$ cat src/rtl/sum_uart_pkg.sv
// sum_uart_pkg: shared FSM states and widths for the sum-and-transmit UART.
package sum_uart_pkg;
  localparam int DATA_BITS = 8;
  localparam int SUM_W = 9;
  typedef enum logic [2:0] {
    IDLE,
    START,
    DATA,
`ifdef SUM_UART_PARITY_EN
    PARITY,
`endif
    STOP
  } state_t;
endpackage

$ cat src/rtl/sum_uart_baud.sv
// sum_uart_baud: per-bit cycle counter, pulses bit_done on the last cycle of each serial bit.
module sum_uart_baud #(
  parameter int CLKS_PER_BIT = 16
) (
  input  logic clk,
  input  logic rst,
  input  logic restart,
  input  logic en,
  output logic bit_done
);
  logic [9:0] cnt_q, cnt_d;
  assign bit_done = en & (cnt_q == 10'(CLKS_PER_BIT - 1));
  always_comb cnt_d = (restart | ~en | bit_done) ? '0 : cnt_q + 10'd1;
  always_ff @(posedge clk or posedge rst)
    if (rst) cnt_q <= '0;
    else cnt_q <= cnt_d;
endmodule

$ cat src/rtl/sum_uart_tx.sv
// sum_uart_tx: adds two bytes and sends the low 8 sum bits as a UART frame; carry holds bit 8.
// Define SUM_UART_PARITY_EN to insert an even-parity bit between DATA and STOP.
module sum_uart_tx
  import sum_uart_pkg::*;
#(
  parameter int CLKS_PER_BIT = 16
) (
  input  logic       clk,
  input  logic       rst,
  input  logic [7:0] op_a,
  input  logic [7:0] op_b,
  input  logic       in_valid,
  output logic       in_ready,
  output logic       tx,
  output logic       busy,
  output logic       carry
);
  state_t state_q, state_d;
  logic [DATA_BITS-1:0] sh_q, sh_d;
  logic [2:0] bit_q, bit_d;
  logic tx_q, tx_d, busy_q, busy_d, rdy_q, rdy_d, carry_q, carry_d;
  logic xfer, bit_done;
  logic [SUM_W-1:0] sum;
`ifdef SUM_UART_PARITY_EN
  logic par_q, par_d;
`endif
  assign sum = SUM_W'(op_a) + SUM_W'(op_b);
  assign xfer = in_valid & rdy_q;
  assign in_ready = rdy_q;
  assign tx = tx_q;
  assign busy = busy_q;
  assign carry = carry_q;
  sum_uart_baud #(.CLKS_PER_BIT(CLKS_PER_BIT)) u_baud (
    .clk(clk), .rst(rst), .restart(xfer), .en(busy_q), .bit_done(bit_done)
  );
  always_comb begin
    state_d = state_q;
    sh_d = sh_q;
    bit_d = bit_q;
    carry_d = carry_q;
    if (xfer) begin
      state_d = START;
      sh_d = sum[DATA_BITS-1:0];
      bit_d = '0;
      carry_d = sum[SUM_W-1];
    end else if (bit_done) begin
      case (state_q)
        START: state_d = DATA;
        DATA: begin
          sh_d = sh_q >> 1;
          bit_d = bit_q + 3'd1;
`ifdef SUM_UART_PARITY_EN
          if (bit_q == 3'(DATA_BITS - 1)) state_d = PARITY;
        end
        PARITY: state_d = STOP;
`else
          if (bit_q == 3'(DATA_BITS - 1)) state_d = STOP;
        end
`endif
        default: state_d = IDLE;
      endcase
    end
`ifdef SUM_UART_PARITY_EN
    par_d = xfer ? ^sum[DATA_BITS-1:0] : par_q;
    tx_d = (state_d == START) ? 1'b0 : (state_d == DATA) ? sh_d[0] : (state_d == PARITY) ? par_q : 1'b1;
`else
    tx_d = (state_d == START) ? 1'b0 : (state_d == DATA) ? sh_d[0] : 1'b1;
`endif
    busy_d = state_d != IDLE;
    rdy_d = state_d == IDLE;
  end
  always_ff @(posedge clk or posedge rst)
    if (rst) begin
      state_q <= IDLE;
      sh_q <= '0;
      bit_q <= '0;
      tx_q <= 1'b1;
      busy_q <= 1'b0;
      rdy_q <= 1'b0;
      carry_q <= 1'b0;
`ifdef SUM_UART_PARITY_EN
      par_q <= 1'b0;
`endif
    end else begin
      state_q <= state_d;
      sh_q <= sh_d;
      bit_q <= bit_d;
      tx_q <= tx_d;
      busy_q <= busy_d;
      rdy_q <= rdy_d;
      carry_q <= carry_d;
`ifdef SUM_UART_PARITY_EN
      par_q <= par_d;
`endif
    end
endmodule
$ cat config.mk
export PLATFORM = sky130hd
export DESIGN_NAME = sum_uart_tx
export DESIGN_NICKNAME = d
export VERILOG_FILES = /design/src/rtl/sum_uart_pkg.sv /design/src/rtl/sum_uart_baud.sv /design/src/rtl/sum_uart_tx.sv
export SDC_FILE = /design/constraint.sdc
export NUM_CORES = 1
export LEC_CHECK = 0
export BUFFER_PORTS_ARGS = -buffer_cell sky130_fd_sc_hd__buf_4
export CORE_UTILIZATION = 35
export CTS_CLUSTER_SIZE = 30
export DETAILED_ROUTE_END_ITERATION = 7
export GPL_TIMING_DRIVEN = 1
export SYNTH_ARGS = -nofsm -noshare
export SYNTH_HDL_FRONTEND = slang
export SYNTH_SLANG_ARGS = --single-unit
export TNS_END_PERCENT = 10
$ cat constraint.sdc
create_clock -name clk -period 2.57 [get_ports clk]
set_clock_uncertainty 0.2 [all_clocks]
set_input_delay 0.514 -clock clk [delete_from_list [all_inputs] [get_ports clk]]
set_output_delay 0.514 -clock clk [all_outputs]
set_load 0.005 [all_outputs]
# --- After elaboration in Yosys (flattened, before gate mapping) ---
# Cells that the tools add are included.
totals:
  regBits: 28
  in_bits: 19
  word_cells: 41
op_classes:
  add_sub_neg: 3
  eq_ne: 6
  mux: 13
  bitwise_logic: 5
  reduce_logical: 5
ops:
  columns: ["cell", "n"]
  rows:
  - ["two-way mux 8 bit", 3]
  - ["two-way mux 3 bit", 6]
  - ["adder 10 x 1 -> 10 bit, second input constant", 1]
  - ["equality test 10 x 4 -> 1 bit, second input constant", 1]
  - ["two-way mux 10 bit", 1]
  - ["adder 8 x 8 -> 9 bit", 1]
  - ["equality test 3 x 1 -> 1 bit, second input constant", 2]
  - ["equality test 3 x 2 -> 1 bit, second input constant", 2]
  - ["case mux 3 bit (2 select lines)", 1]
  - ["nonzero test 2 bit", 2]
  - ["adder 3 x 1 -> 3 bit, second input constant", 1]
  - ["equality test 3 bit, second input constant", 1]
  - ["zero test 3 bit", 1]
  - ["nonzero test 3 bit", 1]
  - ["bitwise AND 1 bit", 2]
  - ["two-way mux 1 bit", 2]
  - ["OR 1 bit", 2]
  - ["AND reduction 2 bit", 1]
  - ["inverter 1 bit", 1]

# --- Logic depth before layout (Yosys ltp) ---
depth:
  ltp_word: 8
  ltp_mapped: 8

# --- Cells and area by module ---
# A second synthesis with hierarchy kept.
hier_totals:
  hier_cells: 162
  area_unflattened_um2: 1651.6
by_module_without_submodules:
  columns: ["module", "n_inst", "cells_each", "area_per_inst_um2", "seq_area_each_um2"]
  rows:
  - ["sum_uart_tx", 1, 109, 1129.8, 451.7]
  - ["sum_uart_baud", 1, 53, 521.8, 250.2]

# --- Worst setup path before layout ---
# No wires, ideal clock.
synth_timing:
  path_kind: "input port to flip-flop"
  start: "input port op_a[0]"
  end: "register sh_q[6]"
  arrival_time_ps: 1829
  required_ps: 2287
  path_slack_ps: 458
  path_stages: 8
  n_path_buf: 0
  cell_sequence: "ha_1 inv_1 fa_1 nand2b_1 a21oi_1 o21ai_0 a211o_1 o21ai_0"
synth_via:
  elab_chain_cells: 2
synth_lines:
  columns: ["item", "line", "source"]
  rows:
  - ["from (decl)", "sum_uart_tx.sv:10", "input logic [7:0] op_a,"]
  - ["adder 8 x 8 -> 9 bit", "sum_uart_tx.sv:27", "assign sum = SUM_W'(op_a) + SUM_W'(op_b);"]
  - ["two-way mux 8 bit", "sum_uart_tx.sv:41", "if (xfer) begin"]
  - ["to (signal assigned)", "sum_uart_tx.sv:75", "sh_q <= '0;"]
  - ["to (signal assigned)", "sum_uart_tx.sv:86", "sh_q <= sh_d;"]
  - ["to (decl)", "sum_uart_tx.sv:19", "logic [DATA_BITS-1:0] sh_q, sh_d;"]
# No other way between the ends.
# A chain may end at the register's enable or synchronous reset.

# --- Final worst setup path ---
# Ends and elaborated chain as after synthesis.

==> results.toml <==
[run_status]
status = "complete, but fails checks"
violations = "design-rule violations"

[setup_path]
reg2reg_from = "u_baud.cnt_q[0]$_DFF_PP0_"
start_kind = "primary input"
endpoint_kind = "flop"
crit_fanout = 3
crit_type = "primary input to flop"
crit_path_start = "op_a[0]"
cp.required_ns = 2.58
cp.arrival_ns = 2.08

[route]
wl_per_cell_um = 11.6
dr.pass1.iters = 6
avgViaCountPerCell = 4.93
dr_total_vias = 1204
post-route-drc-count = 1
drt_iter0_drc = 64
drtAntennaViolNets = 0
routed_wl_mm = 2.84

[run]
cap_violations = 0

[power]
p_per_area_nw_per_um2 = 824
combPwrFrac_pct = 33.8
clock_power_share_pct = 21.7
p_sw_mw = 0.526
internal_power_mw = 1.08
irDropWorstVdd_uv = 322
switching_share_pct = 32.7
power_frac_seq_pct = 44.5
power.leakage_nw = 0.991

[layout]
final_cell_mix = "dfrtp_1, nor2_1, buf_4, o21ai_0, ha_1"
fin_cells = 244
fillCellCount = 438
diodes = 0
nNetsFinal = 224
final_common_cell = "dfrtp_1"
syn_to_final_growth_pct = 16.3
drive_gt1_share_pct = 20.8

[placement]
place_hpwl_mm = 2.08
gp_congestion = 0.745
portBuffers = 22
dp.cells = 240

[floorplan]
placementRows = 24
dieArea_um2 = 5080
num_io_pins = 23
core_um2 = 4470
dieWidth_um = 71.3
fp.dieH_um = 71.3
initial_core_util_pct = 37.5

[synthesis]
synth.distinct_cells = 45
synth_nets = 200
yosysSeqAreaShare_pct = 41.8
synthArstFlopShare_pct = 100
synth-seq-cells = 28
synth_ff_type = "dfrtp_1"
syn_area_per_cell_um2 = 9.94
ys_warn_count = 0
synth_area_um2 = 1680
synth_edf_count = 0
synthCells = 169

[timing]
hold_viol_final = 0
post-route-min-period_ns = 2.07
rsz0062_at_grt = "no"
fin_tns_setup_ns = 0
setup_viol = 0
timing.fmax_mhz = 484
drv_slew = 0
tightest_slew_ns = 0.381
fin_crit_sh_pct = 80.5
maxSlewHeadroom_pct = 74.6

[grt]
overflow = 0
grt_pass1_vias = 1179
grt_start_max_net_pins = 29
grt_antenna_before_repair = 0
grt_pass1_wl_mm = 5.15
grt_usage_pct = 12.8

[cts]
numCtsBuffers = 3
cts.reportedPaths.clkPinSlew_ns = 0.10
cts_tree = "done"
cts_root_buf = "clkbuf_8"
clk_latency_ns = 0.28
cts_resized = 0
hold_buffers = 0
cts-htree-levels = 1
cts_sinks = 28
cts_setup_buffers = 0
cts_buffer_depth = 2

[worst_hold_path]
hp-class = "primary input to asynchronous set/reset pin"
-- final timing paths --
check	cells past startpoint	slack [ns]	end
setup / recovery	9	0.50	sh_q[6]$_DFFE_PP0P_
hold / removal	3	0.09	u_baud.cnt_q[5]$_DFF_PP0_
setup reg to reg	6	0.60	sh_q[6]$_DFFE_PP0P_
hold reg to reg	1	0.27	u_baud.cnt_q[0]$_DFF_PP0_
max in group asynchronous	3	1.78	tx$_DFF_PP1_
min in group clk	1	0.27	u_baud.cnt_q[0]$_DFF_PP0_
-- synth_stat cells, types with 2 or more instances --
| library cell | count | area, µm² |
|---|---|---|
| a211oi_1 | 3 | 22.5 |
| nor3_1 | 2 | 10.0 |
| xnor2_1 | 5 | 43.8 |
| mux2i_1 | 9 | 90.1 |
| xor2_1 | 6 | 52.6 |
| o22ai_1 | 2 | 12.5 |
| o21ai_0 | 14 | 70.1 |
| nor2b_1 | 3 | 18.8 |
| a21o_1 | 2 | 15.0 |
| inv_1 | 7 | 26.3 |
| nor2_1 | 25 | 93.8 |
| a21oi_1 | 6 | 30.0 |
| buf_6 | 2 | 22.5 |
| and3_2 | 2 | 15.0 |
| and3_1 | 3 | 18.8 |
| nand2_1 | 9 | 33.8 |
| ha_1 | 11 | 138 |
| dfrtp_1 | 27 | 676 |
| nand3_1 | 5 | 25.0 |
-- state kept, by name, indices dropped and copies added, names as in the netlist --
name          flops
carry             1
u_baud.cnt_q     10
in_ready          1
state_q           3
busy              1
tx                1
sh_q              8
bit_q             3
-- critical path, cell delays in order --
cell and delay (ns):
buf_4 0.08, ha_1 0.18, inv_1 0.06, fa_1 0.39
nand2b_1 0.18, a21oi_1 0.23, o21ai_0 0.12, a211o_1 0.26
o21ai_0 0.06
-- kinds of logic after synthesis --
kind of cell / after synthesis / synth area share, %
AO/OA/AOI/OAI: 36 / 13.3
buffers and inverters: 13 / 4.54
adder cells (fa/ha/maj): 12 / 9.39
AND/OR/NAND/NOR: 59 / 19.2
multiplexers: 10 / 6.04
flip-flops: 28 / 41.8
XOR/XNOR: 11 / 5.74
-- final cells by class --
type	count	area, µm²	share of cell area [%]
clock buffer	3	41.3	2.11
sequential	28	702	35.9
tap	52	65.1	3.33
timing repair buffer	25	188	9.61
inverter	7	26.3	1.35
clock inverter	1	30.0	1.54
multi-input combinational	128	901	46.1
-- power groups by stage --
stage	clock, mW	combinational [mW]	sequential, mW
after floorplan	0	0.441	0.688
after global placement	0	0.540	0.724
after detailed placement	0	0.548	0.725
after CTS	0.358	0.552	0.716
after global routing	0.374	0.629	0.740
final	0.349	0.544	0.717
-- per-stage QoR --
step                instance area [µm²]  power (mW)  util [%]  setup WS, ns  hold slack [ns]
floorplan                          1680        1.13         -         0.458            0.225
global placement                   1880        1.26      42.1         0.193            0.248
detailed placement                 1880        1.27      42.1         0.203            0.254
CTS                                1950        1.63      43.7         0.503           0.0971
global route                       1950        1.74      43.7         0.316            0.119
finish                             1950        1.61      43.7         0.502           0.0876
-- per-layer routing --
| metal | vias to the layer above | wire length (µm) | GRT usage [%] |
|---|---|---|---|
| met4 | 0 | 55 | 6.00 |
| met2 | 21 | 1190 | 19.0 |
| met5 | - | 0 | 0 |
| met3 | 4 | 71 | 1.69 |
| li1 | 641 | - | - |
| met1 | 538 | 1520 | 18.4 |
(Power assumes the default switching activity.)
